**config.mk**
```make
export PLATFORM = sky130hd
export DESIGN_NAME = rst_seq_ctl
export DESIGN_NICKNAME = d
export VERILOG_FILES = /design/src/rtl/rst_seq_pkg.sv /design/src/rtl/sync_ff.sv /design/src/rtl/rst_seq_ctl.sv
export SDC_FILE = /design/constraint.sdc
export NUM_CORES = 1
export LEC_CHECK = 0
export ABC_AREA = 1
export BUFFER_PORTS_ARGS = -buffer_cell sky130_fd_sc_hd__buf_2
export CAP_MARGIN = 5
export CORE_AREA = 2 2 78 80
export DETAILED_ROUTE_END_ITERATION = 16
export DIE_AREA = 0 0 80 82
export PLACE_DENSITY = 0.53
export SLEW_MARGIN = 20
export SYNTH_ARGS = -nofsm -noshare
export SYNTH_HDL_FRONTEND = slang
export SYNTH_SLANG_ARGS = --single-unit
```
**constraint.sdc**
```tcl
create_clock -name clk_i -period 1.6 [get_ports clk_i]
set_input_delay 0.32 -clock clk_i [delete_from_list [all_inputs] [get_ports clk_i]]
set_output_delay 0.32 -clock clk_i [all_outputs]
set_load 0.1 [all_outputs]
```
**src/rtl/rst_seq_pkg.sv**
```systemverilog
// -----------------------------------------------------------------------------
// rst_seq_pkg
//   Shared types and helpers for the reset sequencer.
//   - rst_seq_state_t : sequencer FSM states
//   - cnt_w()         : bit width needed for a counter that takes n_vals values
//                       (0 .. n_vals-1), never less than 1 bit
// -----------------------------------------------------------------------------
package rst_seq_pkg;

    typedef enum logic [1:0] {
        WAIT_LOCK = 2'd0,
        RELEASE   = 2'd1,
        RUN       = 2'd2,
        HOLD      = 2'd3
    } rst_seq_state_t;

    function automatic int cnt_w(input int n_vals);
        return (n_vals <= 2) ? 1 : $clog2(n_vals);
    endfunction

endpackage

```
**src/rtl/sync_ff.sv**
```systemverilog
// -----------------------------------------------------------------------------
// sync_ff
//   Multi-flop synchroniser for a single-bit asynchronous input.
//   Ports:
//     clk   in  1  destination clock
//     rst_n in  1  asynchronous active-low reset, loads RST_VAL into every flop
//     d     in  1  asynchronous input
//     q     out 1  synchronised output (STAGES cycles of latency)
// -----------------------------------------------------------------------------
module sync_ff #(
    parameter int   STAGES  = 2,
    parameter logic RST_VAL = 1'b0
) (
    input  logic clk,
    input  logic rst_n,
    input  logic d,
    output logic q
);

    logic [STAGES-1:0] chain;

    always_ff @(posedge clk or negedge rst_n) begin
        if (!rst_n) begin
            chain <= {STAGES{RST_VAL}};
        end else begin
            chain <= {chain[STAGES-2:0], d};
        end
    end

    assign q = chain[STAGES-1];

endmodule

```
**src/rtl/rst_seq_ctl.sv**
```systemverilog
// -----------------------------------------------------------------------------
// rst_seq_ctl
//   Reset sequencer for the system clock domain. Waits for a filtered PLL lock,
//   then releases N_CH active-low reset channels in index order, each after its
//   own delay. Lock loss or a software request pulls every channel low for at
//   least MIN_ASSERT cycles and restarts the whole sequence.
//   Ports:
//     clk_i         in  1     system clock
//     rst_n_i       in  1     asynchronous active-low reset
//     pll_locked_i  in  1     PLL lock, asynchronous to clk_i
//     sw_rst_req_i  in  1     synchronous single-cycle software reset request
//     rst_n_o       out N_CH  channel resets, active-low, bit k = channel k
//     rst_done_o    out 1     high while every channel is released (RUN)
//     lock_lost_o   out 1     sticky lock-loss flag, cleared only by rst_n_i
// -----------------------------------------------------------------------------
module rst_seq_ctl
    import rst_seq_pkg::*;
#(
    parameter int                      N_CH        = 4,
    parameter int                      SYNC_STAGES = 2,
    parameter int                      LOCK_FILT   = 16,
    parameter int                      DELAY_W     = 8,
    parameter logic [N_CH*DELAY_W-1:0] CH_DELAY    = {N_CH{DELAY_W'(4)}},
    parameter int                      MIN_ASSERT  = 8
) (
    input  logic            clk_i,
    input  logic            rst_n_i,
    input  logic            pll_locked_i,
    input  logic            sw_rst_req_i,
    output logic [N_CH-1:0] rst_n_o,
    output logic            rst_done_o,
    output logic            lock_lost_o
);

    localparam int FILT_W = cnt_w(LOCK_FILT);
    localparam int HOLD_W = cnt_w(MIN_ASSERT);
    localparam int IDX_W  = cnt_w(N_CH);

    localparam logic [FILT_W-1:0] FILT_LAST = FILT_W'(LOCK_FILT - 1);
    localparam logic [HOLD_W-1:0] HOLD_LAST = HOLD_W'(MIN_ASSERT - 1);
    localparam logic [IDX_W-1:0]  IDX_LAST  = IDX_W'(N_CH - 1);

    generate
        if (N_CH < 1) begin : g_chk_nch
            $error("rst_seq_ctl: N_CH must be >= 1");
        end
        if (SYNC_STAGES < 2) begin : g_chk_sync
            $error("rst_seq_ctl: SYNC_STAGES must be >= 2");
        end
        if (LOCK_FILT < 1) begin : g_chk_filt
            $error("rst_seq_ctl: LOCK_FILT must be >= 1");
        end
        if (MIN_ASSERT < 1) begin : g_chk_hold
            $error("rst_seq_ctl: MIN_ASSERT must be >= 1");
        end
    endgenerate

    rst_seq_state_t     state;
    logic [FILT_W-1:0]  filt_cnt;
    logic [HOLD_W-1:0]  hold_cnt;
    logic [DELAY_W-1:0] dly_cnt;
    logic [IDX_W-1:0]   idx;
    logic               lock_s;
    logic               hold_req;
    logic [DELAY_W-1:0] cur_dly;

    sync_ff #(
        .STAGES  (SYNC_STAGES),
        .RST_VAL (1'b0)
    ) u_lock_sync (
        .clk   (clk_i),
        .rst_n (rst_n_i),
        .d     (pll_locked_i),
        .q     (lock_s)
    );

    assign hold_req = ~lock_s | sw_rst_req_i;

    // Delay field of the channel currently being timed.
    always_comb begin
        cur_dly = '0;
        for (int k = 0; k < N_CH; k++) begin
            if (idx == IDX_W'(k)) begin
                cur_dly = CH_DELAY[k*DELAY_W +: DELAY_W];
            end
        end
    end

    // Every counter only increments while below its terminal value, so none
    // of them can wrap.
    always_ff @(posedge clk_i or negedge rst_n_i) begin
        if (!rst_n_i) begin
            state       <= WAIT_LOCK;
            filt_cnt    <= '0;
            hold_cnt    <= '0;
            dly_cnt     <= '0;
            idx         <= '0;
            rst_n_o     <= '0;
            rst_done_o  <= 1'b0;
            lock_lost_o <= 1'b0;
        end else begin
            case (state)
                WAIT_LOCK: begin
                    if (lock_s) begin
                        if (filt_cnt == FILT_LAST) begin
                            state    <= RELEASE;
                            filt_cnt <= '0;
                            idx      <= '0;
                            dly_cnt  <= '0;
                        end else begin
                            filt_cnt <= filt_cnt + 1'b1;
                        end
                    end else begin
                        filt_cnt <= '0;
                    end
                end

                RELEASE: begin
                    if (!lock_s) begin
                        lock_lost_o <= 1'b1;
                    end
                    // Going to HOLD wins over a release due this same cycle.
                    if (hold_req) begin
                        state      <= HOLD;
                        rst_n_o    <= '0;
                        rst_done_o <= 1'b0;
                        hold_cnt   <= '0;
                        dly_cnt    <= '0;
                        idx        <= '0;
                    end else if (dly_cnt == cur_dly) begin
                        for (int k = 0; k < N_CH; k++) begin
                            if (idx == IDX_W'(k)) begin
                                rst_n_o[k] <= 1'b1;
                            end
                        end
                        dly_cnt <= '0;
                        if (idx == IDX_LAST) begin
                            state      <= RUN;
                            rst_done_o <= 1'b1;
                        end else begin
                            idx <= idx + 1'b1;
                        end
                    end else begin
                        dly_cnt <= dly_cnt + 1'b1;
                    end
                end

                RUN: begin
                    if (!lock_s) begin
                        lock_lost_o <= 1'b1;
                    end
                    if (hold_req) begin
                        state      <= HOLD;
                        rst_n_o    <= '0;
                        rst_done_o <= 1'b0;
                        hold_cnt   <= '0;
                        dly_cnt    <= '0;
                        idx        <= '0;
                    end
                end

                HOLD: begin
                    // Lock and software requests are ignored here; the filter
                    // in WAIT_LOCK re-qualifies the lock afterwards.
                    if (hold_cnt == HOLD_LAST) begin
                        state    <= WAIT_LOCK;
                        hold_cnt <= '0;
                        filt_cnt <= '0;
                    end else begin
                        hold_cnt <= hold_cnt + 1'b1;
                    end
                end

                default: begin
                    state <= WAIT_LOCK;
                end
            endcase
        end
    end

endmodule

```
==> results of run 1 <==
## cell usage after synthesis (all sizes together)
library cell,count,area share
a211oi,1,0.0045
a21oi,5,0.015
a31oi,1,0.0038
buf,4,0.021
dfrtp,26,0.39
ha,13,0.098
inv,33,0.075
nand2,43,0.099
nand3,28,0.10
nand3b,1,0.0045
nand4,5,0.019
nor2,28,0.078
nor3,2,0.0060
o21a,2,0.0091
o21ai,12,0.043
o21bai,3,0.014
o22ai,1,0.0038
xor2,2,0.011
## cells by family (layout without fill, tap and decap cells)
kind of cell,count (synthesis),in the layout,synth area share
simple gates,107,107,0.309
buf+inv,37,59,0.0960
compound gates,25,25,0.0930
xor+xnor,2,2,0.0106
flops,26,26,0.393
fa+ha+maj,13,13,0.0983
## per-stage QoR
step | util | total power, mW
2_1_floorplan | - | 2.38
3_3_place_gp | 0.317 | 2.78
3_5_place_dp | 0.317 | 2.79
4_1_cts | 0.326 | 3.21
5_1_grt | 0.343 | 3.73
6_report | 0.343 | 3.40
## state kept, by name (all words and copies together), names as in the netlist
name	count
dly_cnt	8
idx	2
lock_lost_o	1
hold_cnt	3
rst_n_o	4
u_lock_sync.chain	2
filt_cnt	4
state	2
## area by class of cell
class                      instances  area share
inverter                          33      0.0628
sequential                        26       0.331
clock buffer                       4      0.0228
timing repair buffer              22      0.0780
tap                               75      0.0476
multi-input combinational        147       0.458
## repair_timing
item	4_1_cts	5_1_grt
buffers inserted	0	5
cloned	0	0
resized for setup	1	20
hold buffers	0	0
endpoints found under the setup margin	6	19
pin swaps	0	4
## power by group
part | switching [mW] | internal [mW]
clock network | 0.220 | 0.179
logic | 1.31 | 0.729
registers | 0.135 | 0.819
## critical path: stages, from the launching register on
cell and delay (ns):
sky130_fd_sc_hd__dfrtp_2 0.45, sky130_fd_sc_hd__buf_6 0.13, sky130_fd_sc_hd__ha_4 0.18, sky130_fd_sc_hd__nand3_4 0.11
sky130_fd_sc_hd__inv_1 0.08, sky130_fd_sc_hd__o21ai_4 0.11, sky130_fd_sc_hd__nand2_2 0.10, sky130_fd_sc_hd__o21bai_1 0.15
sky130_fd_sc_hd__nand2_1 0.09
## layer usage
| layer | up-vias | track usage | routed length (um) |
|---|---|---|---|
| met5 | - | 0 | 0 |
| met4 | 0 | 0.0356 | 68 |
| met3 | 12 | 0.0220 | 113 |
| met2 | 33 | 0.198 | 1660 |
| met1 | 616 | 0.145 | 1530 |
| li1 | 719 | - | - |
## worst paths after layout
kind / cells after the start / endpoint / from
max: 8 / state[1] / state[0]
min: 1 / idx[0] / rst_n_i
max reg2reg: 8 / state[1] / state[0]
min reg2reg: 0 / u_lock_sync.chain[1] / u_lock_sync.chain[0]
max in group asynchronous: 1 / rst_n_o[3] / rst_n_i
min in group clk_i: 1 / u_lock_sync.chain[0] / pll_locked_i
==> impl_results.html, run 1 <==
<table>
<tr><th>Metric</th><th>Value</th></tr>
<tr><th colspan="2">Outcome</th></tr>
<tr><td>Run status</td><td>finished, final reports clean</td></tr>
<tr><th colspan="2">Final layout</th></tr>
<tr><td>Leading cell type in the layout, fill and taps excluded</td><td>sky130_fd_sc_hd__nand2_1</td></tr>
<tr><td>Combined area of the multi-input logic cells</td><td>903 um2</td></tr>
<tr><td>Antenna Diode Count</td><td>0</td></tr>
<tr><td>Highest-count cells in the layout ignoring fill and taps</td><td>38 x sky130_fd_sc_hd__nand2_1, 29 x sky130_fd_sc_hd__inv_1, 24 x sky130_fd_sc_hd__nor2_1, 24 x sky130_fd_sc_hd__nand3_1, 24 x sky130_fd_sc_hd__dfrtp_1</td></tr>
<tr><td>Post-route cell area</td><td>1970 um2</td></tr>
<tr><td>Final cell count without fillers</td><td>between 300 and 400</td></tr>
<tr><td>FF+latch area</td><td>653 um2</td></tr>
<tr><td>Post-layout net count</td><td>250</td></tr>
<tr><td>Area Growth Syn to Fin</td><td>19.2%</td></tr>
<tr><td>Proportion of layout cells with a drive suffix above 1</td><td>0.216</td></tr>
<tr><td>Total of fill cells in the finished design</td><td>620</td></tr>
<tr><th colspan="2">Synth</th></tr>
<tr><td>Count of state elements after synthesis</td><td>26</td></tr>
<tr><td>Combined area of all synthesized cells</td><td>around 1700 um2</td></tr>
<tr><td>Number of distinct standard cells referenced by the synthesized netlist</td><td>27</td></tr>
<tr><td>Average instance area after synthesis</td><td>7.88 um2</td></tr>
<tr><td>Synth warn</td><td>0</td></tr>
<tr><td>Post-synthesis sequential area ratio</td><td>0.393</td></tr>
<tr><td>Number of cells produced by synthesis</td><td>210</td></tr>
<tr><td>Number of nets in the synthesized netlist</td><td>227</td></tr>
<tr><th colspan="2">Timing</th></tr>
<tr><td>Hold_ws</td><td>0.0353 ns</td></tr>
<tr><td>Final Critical Period</td><td>1.51 ns</td></tr>
<tr><td>Post-route setup TNS</td><td>0 ns</td></tr>
<tr><td>Rel. slew slack</td><td>0.603</td></tr>
<tr><td>Final setup violation count</td><td>0</td></tr>
<tr><td>Endpoints failing hold</td><td>0</td></tr>
<tr><td>Final count of pins violating max slew</td><td>0</td></tr>
<tr><td>Tcrit/Tclk final</td><td>0.946</td></tr>
<tr><td>Peak Freq</td><td>660 MHz</td></tr>
<tr><td>Smallest setup slack after layout</td><td>0.0857 ns</td></tr>
<tr><td>Clock skew</td><td>0.00414 ns</td></tr>
<tr><td>Worst Tran Pin Value</td><td>approximately 0.6 ns</td></tr>
<tr><td>Setup repair after global routing missed its margin</td><td>yes</td></tr>
<tr><th colspan="2">Critical path</th></tr>
<tr><td>Internal reg-to-reg setup slack</td><td>0.09 ns</td></tr>
<tr><td>Data arrival time at the worst-slack endpoint</td><td>1.67 ns</td></tr>
<tr><td>WS Path Type</td><td>reg2reg</td></tr>
<tr><td>Worst Setup Start Kind</td><td>flip-flop</td></tr>
<tr><td>Worst Setup End Kind</td><td>flip-flop</td></tr>
<tr><td>Worst endpoint required time</td><td>1.76 ns</td></tr>
<tr><td>Crit-path max FO</td><td>7</td></tr>
<tr><th colspan="2">Pwr</th></tr>
<tr><td>Worst ir drop on vdd</td><td>1050 uV</td></tr>
<tr><td>Leakage power figure</td><td>0.962 nW</td></tr>
<tr><td>Power density over the cells</td><td>1720 nW/um2</td></tr>
<tr><th colspan="2">Route</th></tr>
<tr><td>Remaining design rule violation count</td><td>0</td></tr>
<tr><td>Wire length per cell after detailed routing</td><td>~11 um</td></tr>
<tr><td>Final routed wirelength across all metal layers</td><td>about 3.4 mm</td></tr>
<tr><td>Vias per Instance</td><td>roughly 4.5</td></tr>
<tr><td>Number of DRC markers in iteration 0</td><td>49</td></tr>
<tr><td>First-pass DRT Iterations</td><td>4</td></tr>
<tr><td>Routed vias</td><td>between 1000 and 1500</td></tr>
<tr><td>Antenna Violating Nets Remaining</td><td>0</td></tr>
<tr><th colspan="2">Placement</th></tr>
<tr><td>HPWL reported at the end of detailed placement</td><td>2.42 mm</td></tr>
<tr><td>Placed inst area</td><td>1820 um2</td></tr>
<tr><td>Post-placement worst setup slack</td><td>-0.00849 ns</td></tr>
<tr><td>Placer Congestion</td><td>0.733</td></tr>
<tr><td>Count of buffers from port buffering</td><td>9</td></tr>
<tr><td>Placed cells</td><td>298</td></tr>
<tr><th colspan="2">Clock tree</th></tr>
<tr><td>Clock tree from TritonCTS</td><td>built</td></tr>
<tr><td>Count of clock tree sinks</td><td>26</td></tr>
<tr><td>Clock network latency to the later pin of the worst-skew pair</td><td>about 0.28 ns</td></tr>
<tr><td>Number of clock buffers inserted by TritonCTS</td><td>3</td></tr>
<tr><td>Clock slew at the register clock pins of the worst setup and hold paths</td><td>around 0.1 ns</td></tr>
<tr><td>Number of H-tree branching levels</td><td>1</td></tr>
<tr><td>Bufs on Longest Clock Path</td><td>2</td></tr>
<tr><td>Clock root buffer master</td><td>sky130_fd_sc_hd__clkbuf_8</td></tr>
<tr><th colspan="2">Global routing</th></tr>
<tr><td>Maximum number of pins on one net before global-route repair</td><td>27</td></tr>
<tr><td>Vias in the first global route</td><td>1318</td></tr>
<tr><td>Antenna violations before repair</td><td>0</td></tr>
<tr><td>Aggregate global-route resource usage</td><td>0.115</td></tr>
<tr><td>Remaining global-route overflow</td><td>0</td></tr>
<tr><td>Wire length of the first global-routing pass</td><td>5.89 mm</td></tr>
<tr><th colspan="2">Run</th></tr>
<tr><td>Count of maximum capacitance violations</td><td>0</td></tr>
<tr><th colspan="2">Die</th></tr>
<tr><td>Die Outline Area</td><td>6560 um2</td></tr>
<tr><td>Top-level port count</td><td>10</td></tr>
<tr><td>Width of the die</td><td>80 um</td></tr>
<tr><td>Number of placement rows</td><td>28</td></tr>
<tr><td>Initial core utilization</td><td>0.288</td></tr>
<tr><td>Die height</td><td>between 80 and 90 um</td></tr>
<tr><td>Core outline area</td><td>about 5700 um2</td></tr>
<tr><th colspan="2">Hold path</th></tr>
<tr><td>Kind of path behind the tightest hold check</td><td>in2async</td></tr>
</table>
Power figures use the tool's default switching activity.
==> inputs of run 2 (changes only) <==
- CORE_AREA: 2 2 78 80 -> 2 2 74 83
- DIE_AREA: 0 0 80 82 -> 0 0 76 85
- PLACE_DENSITY: 0.53 -> 0.54
==> run 2 against run 1 <==
Net effect:
- critical path depth grew 1
- clock power grew 40%
- hold slack lost 0.0018 ns
- global-route usage shrank 0.54 points
- critical path type unchanged
==> impl_results.html, run 2 (synthesis gave the netlist of run 1 again) <==
<table>
<tr><th>Metric</th><th>Value</th></tr>
<tr><th colspan="2">Outcome</th></tr>
<tr><td>Run status</td><td>finished, final reports clean</td></tr>
<tr><th colspan="2">Clock tree</th></tr>
<tr><td>Number of clock buffers inserted by TritonCTS</td><td>3</td></tr>
<tr><td>Clock network latency to the later pin of the worst-skew pair</td><td>0.28 ns</td></tr>
<tr><td>Clock slew at the register clock pins of the worst setup and hold paths</td><td>roughly 0.090 ns</td></tr>
<tr><td>Number of H-tree branching levels</td><td>1</td></tr>
<tr><td>Count of clock tree sinks</td><td>26</td></tr>
<tr><td>Clock root buffer master</td><td>sky130_fd_sc_hd__clkbuf_8</td></tr>
<tr><td>Clock tree from TritonCTS</td><td>built</td></tr>
<tr><td>Bufs on Longest Clock Path</td><td>2</td></tr>
<tr><th colspan="2">Critical path</th></tr>
<tr><td>Slowest Stage Delay on Critical Path</td><td>between 0.3 and 0.4 ns</td></tr>
<tr><td>Worst Setup Start Kind</td><td>flip-flop</td></tr>
<tr><td>Internal reg-to-reg setup slack</td><td>around 0.15 ns</td></tr>
<tr><td>Crit-path max FO</td><td>4</td></tr>
<tr><td>Ordered list of cells on the worst path</td><td>ha_1 &gt; ha_1 &gt; inv_1 &gt; nand2_1 &gt; o21ai_0 &gt; buf_4 &gt; nor2_1 &gt; o22ai_1 &gt; inv_1</td></tr>
<tr><td>Dominant delay contributor by cell family on the critical path</td><td>flip-flops</td></tr>
<tr><td>Worst endpoint required time</td><td>1.78 ns</td></tr>
<tr><td>Master of the slowest instance on the critical path</td><td>sky130_fd_sc_hd__dfrtp_1</td></tr>
<tr><td>WS Path Type</td><td>reg2reg</td></tr>
<tr><td>Worst Setup End Kind</td><td>flip-flop</td></tr>
<tr><td>Data arrival time at the worst-slack endpoint</td><td>1.62 ns</td></tr>
<tr><td>CP bufs+invs</td><td>3</td></tr>
<tr><th colspan="2">Run</th></tr>
<tr><td>Count of maximum capacitance violations</td><td>0</td></tr>
<tr><th colspan="2">Final layout</th></tr>
<tr><td>Largest registers in the final layout</td><td>dly_cnt: 8 flops, filt_cnt: 4 flops, rst_n_o: 4 flops</td></tr>
<tr><td>Leading cell type in the layout, fill and taps excluded</td><td>sky130_fd_sc_hd__nand2_1</td></tr>
<tr><td>Antenna Diode Count</td><td>0</td></tr>
<tr><td>Core occupancy in the finished layout</td><td>0.345</td></tr>
<tr><td>Post-route cell area</td><td>1940 um2</td></tr>
<tr><td>Post-layout net count</td><td>between 200 and 250</td></tr>
<tr><td>Largest reg by FF count</td><td>dly_cnt</td></tr>
<tr><td>Largest register FFs</td><td>8</td></tr>
<tr><td>Area Growth Syn to Fin</td><td>17.3%</td></tr>
<tr><td>Total of fill cells in the finished design</td><td>between 500 and 600</td></tr>
<tr><td>Proportion of layout cells with a drive suffix above 1</td><td>0.202</td></tr>
<tr><td>Highest-count cells in the layout ignoring fill and taps</td><td>39 x sky130_fd_sc_hd__nand2_1, 28 x sky130_fd_sc_hd__inv_1, 25 x sky130_fd_sc_hd__nand3_1</td></tr>
<tr><th colspan="2">Placement</th></tr>
<tr><td>Placed inst area</td><td>1820 um2</td></tr>
<tr><td>Post-placement worst setup slack</td><td>-0.0408 ns</td></tr>
<tr><td>HPWL reported at the end of detailed placement</td><td>2.42 mm</td></tr>
<tr><td>Placer Congestion</td><td>0.736</td></tr>
<tr><td>Count of buffers from port buffering</td><td>9</td></tr>
<tr><th colspan="2">Die</th></tr>
<tr><td>Top-level port count</td><td>10</td></tr>
<tr><td>Core outline area</td><td>5620 um2</td></tr>
<tr><td>Width of the die</td><td>76 um</td></tr>
<tr><td>Die height</td><td>85 um</td></tr>
<tr><td>Initial core utilization</td><td>0.294</td></tr>
<tr><td>Number of placement rows</td><td>29</td></tr>
<tr><td>Die Outline Area</td><td>6460 um2</td></tr>
<tr><th colspan="2">Pwr</th></tr>
<tr><td>Overall power after layout</td><td>3.41 mW</td></tr>
<tr><td>Switching portion of total power</td><td>0.472</td></tr>
<tr><td>Worst ir drop on vdd</td><td>1190 uV</td></tr>
<tr><td>NetSw</td><td>roughly 1.6 mW</td></tr>
<tr><td>Leakage power figure</td><td>0.946 nW</td></tr>
<tr><td>Power density over the cells</td><td>1760 nW/um2</td></tr>
<tr><td>Proportion of power drawn by flip-flops and latches</td><td>0.279</td></tr>
<tr><td>Internal portion of total power</td><td>between 1.5 and 2 mW</td></tr>
<tr><td>Clock network power share</td><td>0.163</td></tr>
<tr><td>Proportion of power drawn by combinational gates</td><td>0.557</td></tr>
<tr><th colspan="2">Global routing</th></tr>
<tr><td>Maximum number of pins on one net before global-route repair</td><td>27</td></tr>
<tr><td>Antenna violations before repair</td><td>0</td></tr>
<tr><td>Wire length of the first global-routing pass</td><td>5.76 mm</td></tr>
<tr><td>Vias in the first global route</td><td>1329</td></tr>
<tr><td>Aggregate global-route resource usage</td><td>0.109</td></tr>
<tr><td>Remaining global-route overflow</td><td>0</td></tr>
<tr><th colspan="2">Route</th></tr>
<tr><td>First-pass DRT Iterations</td><td>4</td></tr>
<tr><td>Routed vias</td><td>1328</td></tr>
<tr><td>Wire length per cell after detailed routing</td><td>10.4 um</td></tr>
<tr><td>Remaining design rule violation count</td><td>0</td></tr>
<tr><td>Vias per Instance</td><td>4.35</td></tr>
<tr><td>Number of DRC markers in iteration 0</td><td>33</td></tr>
<tr><td>Antenna Violating Nets Remaining</td><td>0</td></tr>
<tr><td>Final routed wirelength across all metal layers</td><td>3.19 mm</td></tr>
<tr><th colspan="2">Timing</th></tr>
<tr><td>Final setup violation count</td><td>0</td></tr>
<tr><td>Post-route setup TNS</td><td>0 ns</td></tr>
<tr><td>Smallest setup slack after layout</td><td>0.153 ns</td></tr>
<tr><td>Final Critical Period</td><td>1.45 ns</td></tr>
<tr><td>Peak Freq</td><td>691 MHz</td></tr>
<tr><td>Setup repair after global routing missed its margin</td><td>no</td></tr>
<tr><td>Final count of pins violating max slew</td><td>0</td></tr>
<tr><td>Endpoints failing hold</td><td>0</td></tr>
<tr><td>Clock skew</td><td>0.00285 ns</td></tr>
<tr><td>Rel. slew slack</td><td>0.601</td></tr>
<tr><td>Worst Tran Pin Value</td><td>roughly 0.60 ns</td></tr>
<tr><td>Tcrit/Tclk final</td><td>0.904</td></tr>
<tr><th colspan="2">Hold path</th></tr>
<tr><td>Kind of path behind the tightest hold check</td><td>in2async</td></tr>
</table>
==> run 2: power groups by stage <==
stage          Sequential [mW]  Combinational, mW  Clock (mW)
2_1_floorplan             1.27               1.11           0
3_3_place_gp             0.953               1.80           0
3_5_place_dp             0.955               1.81           0
4_1_cts                  0.943               1.82       0.590
5_1_grt                  0.975               2.13       0.592
6_report                 0.952               1.90       0.557
==> run 2: per-stage QoR <==
stage                     cells  hold slack [ns]
final                       305           0.0335
after global routing        305            0.103
after CTS                   303           0.0586
after detailed placement    299            0.339
after global placement      299            0.335
after floorplan             210           0.0244
==> run 2: routing by layer <==
layer	global-route usage	up-vias	wire length, um
li1	-	715	-
met4	0.0496	0	53
met3	0.0191	5	74
met2	0.187	15	1490
met5	0	-	0
met1	0.136	593	1570
==> run 2: worst paths after layout <==
| check | start | depth (start not counted) | to |
|---|---|---|---|
| max in group asynchronous | rst_n_i | 1 | rst_n_o[3] |
| worst min-delay path | rst_n_i | 1 | rst_n_o[2] |
| worst max-delay path | hold_cnt[0] | 9 | filt_cnt[2] |
| worst min register to register | u_lock_sync.chain[0] | 0 | u_lock_sync.chain[1] |
| worst max register to register | hold_cnt[0] | 9 | filt_cnt[2] |
| min in group clk_i | pll_locked_i | 1 | u_lock_sync.chain[0] |
==> run 2: cell type report <==
class / instances / area, um2 / share of cell area
Inverter: 33 / 124 / 0.0638
Clock inverter: 1 / 30.0 / 0.0155
Tap cell: 77 / 96.3 / 0.0496
Multi-Input combinational cell: 147 / 881 / 0.454
Sequential cell: 26 / 653 / 0.336
Timing Repair Buffer: 18 / 116 / 0.0599
Clock buffer: 3 / 41.3 / 0.0213
==> run 2: what timing repair did <==
item	in CTS	in global routing
setup endpoints to repair	11	15
resized for setup	1	14
pin swaps	0	1
setup buffers	0	2
hold buffers	0	0
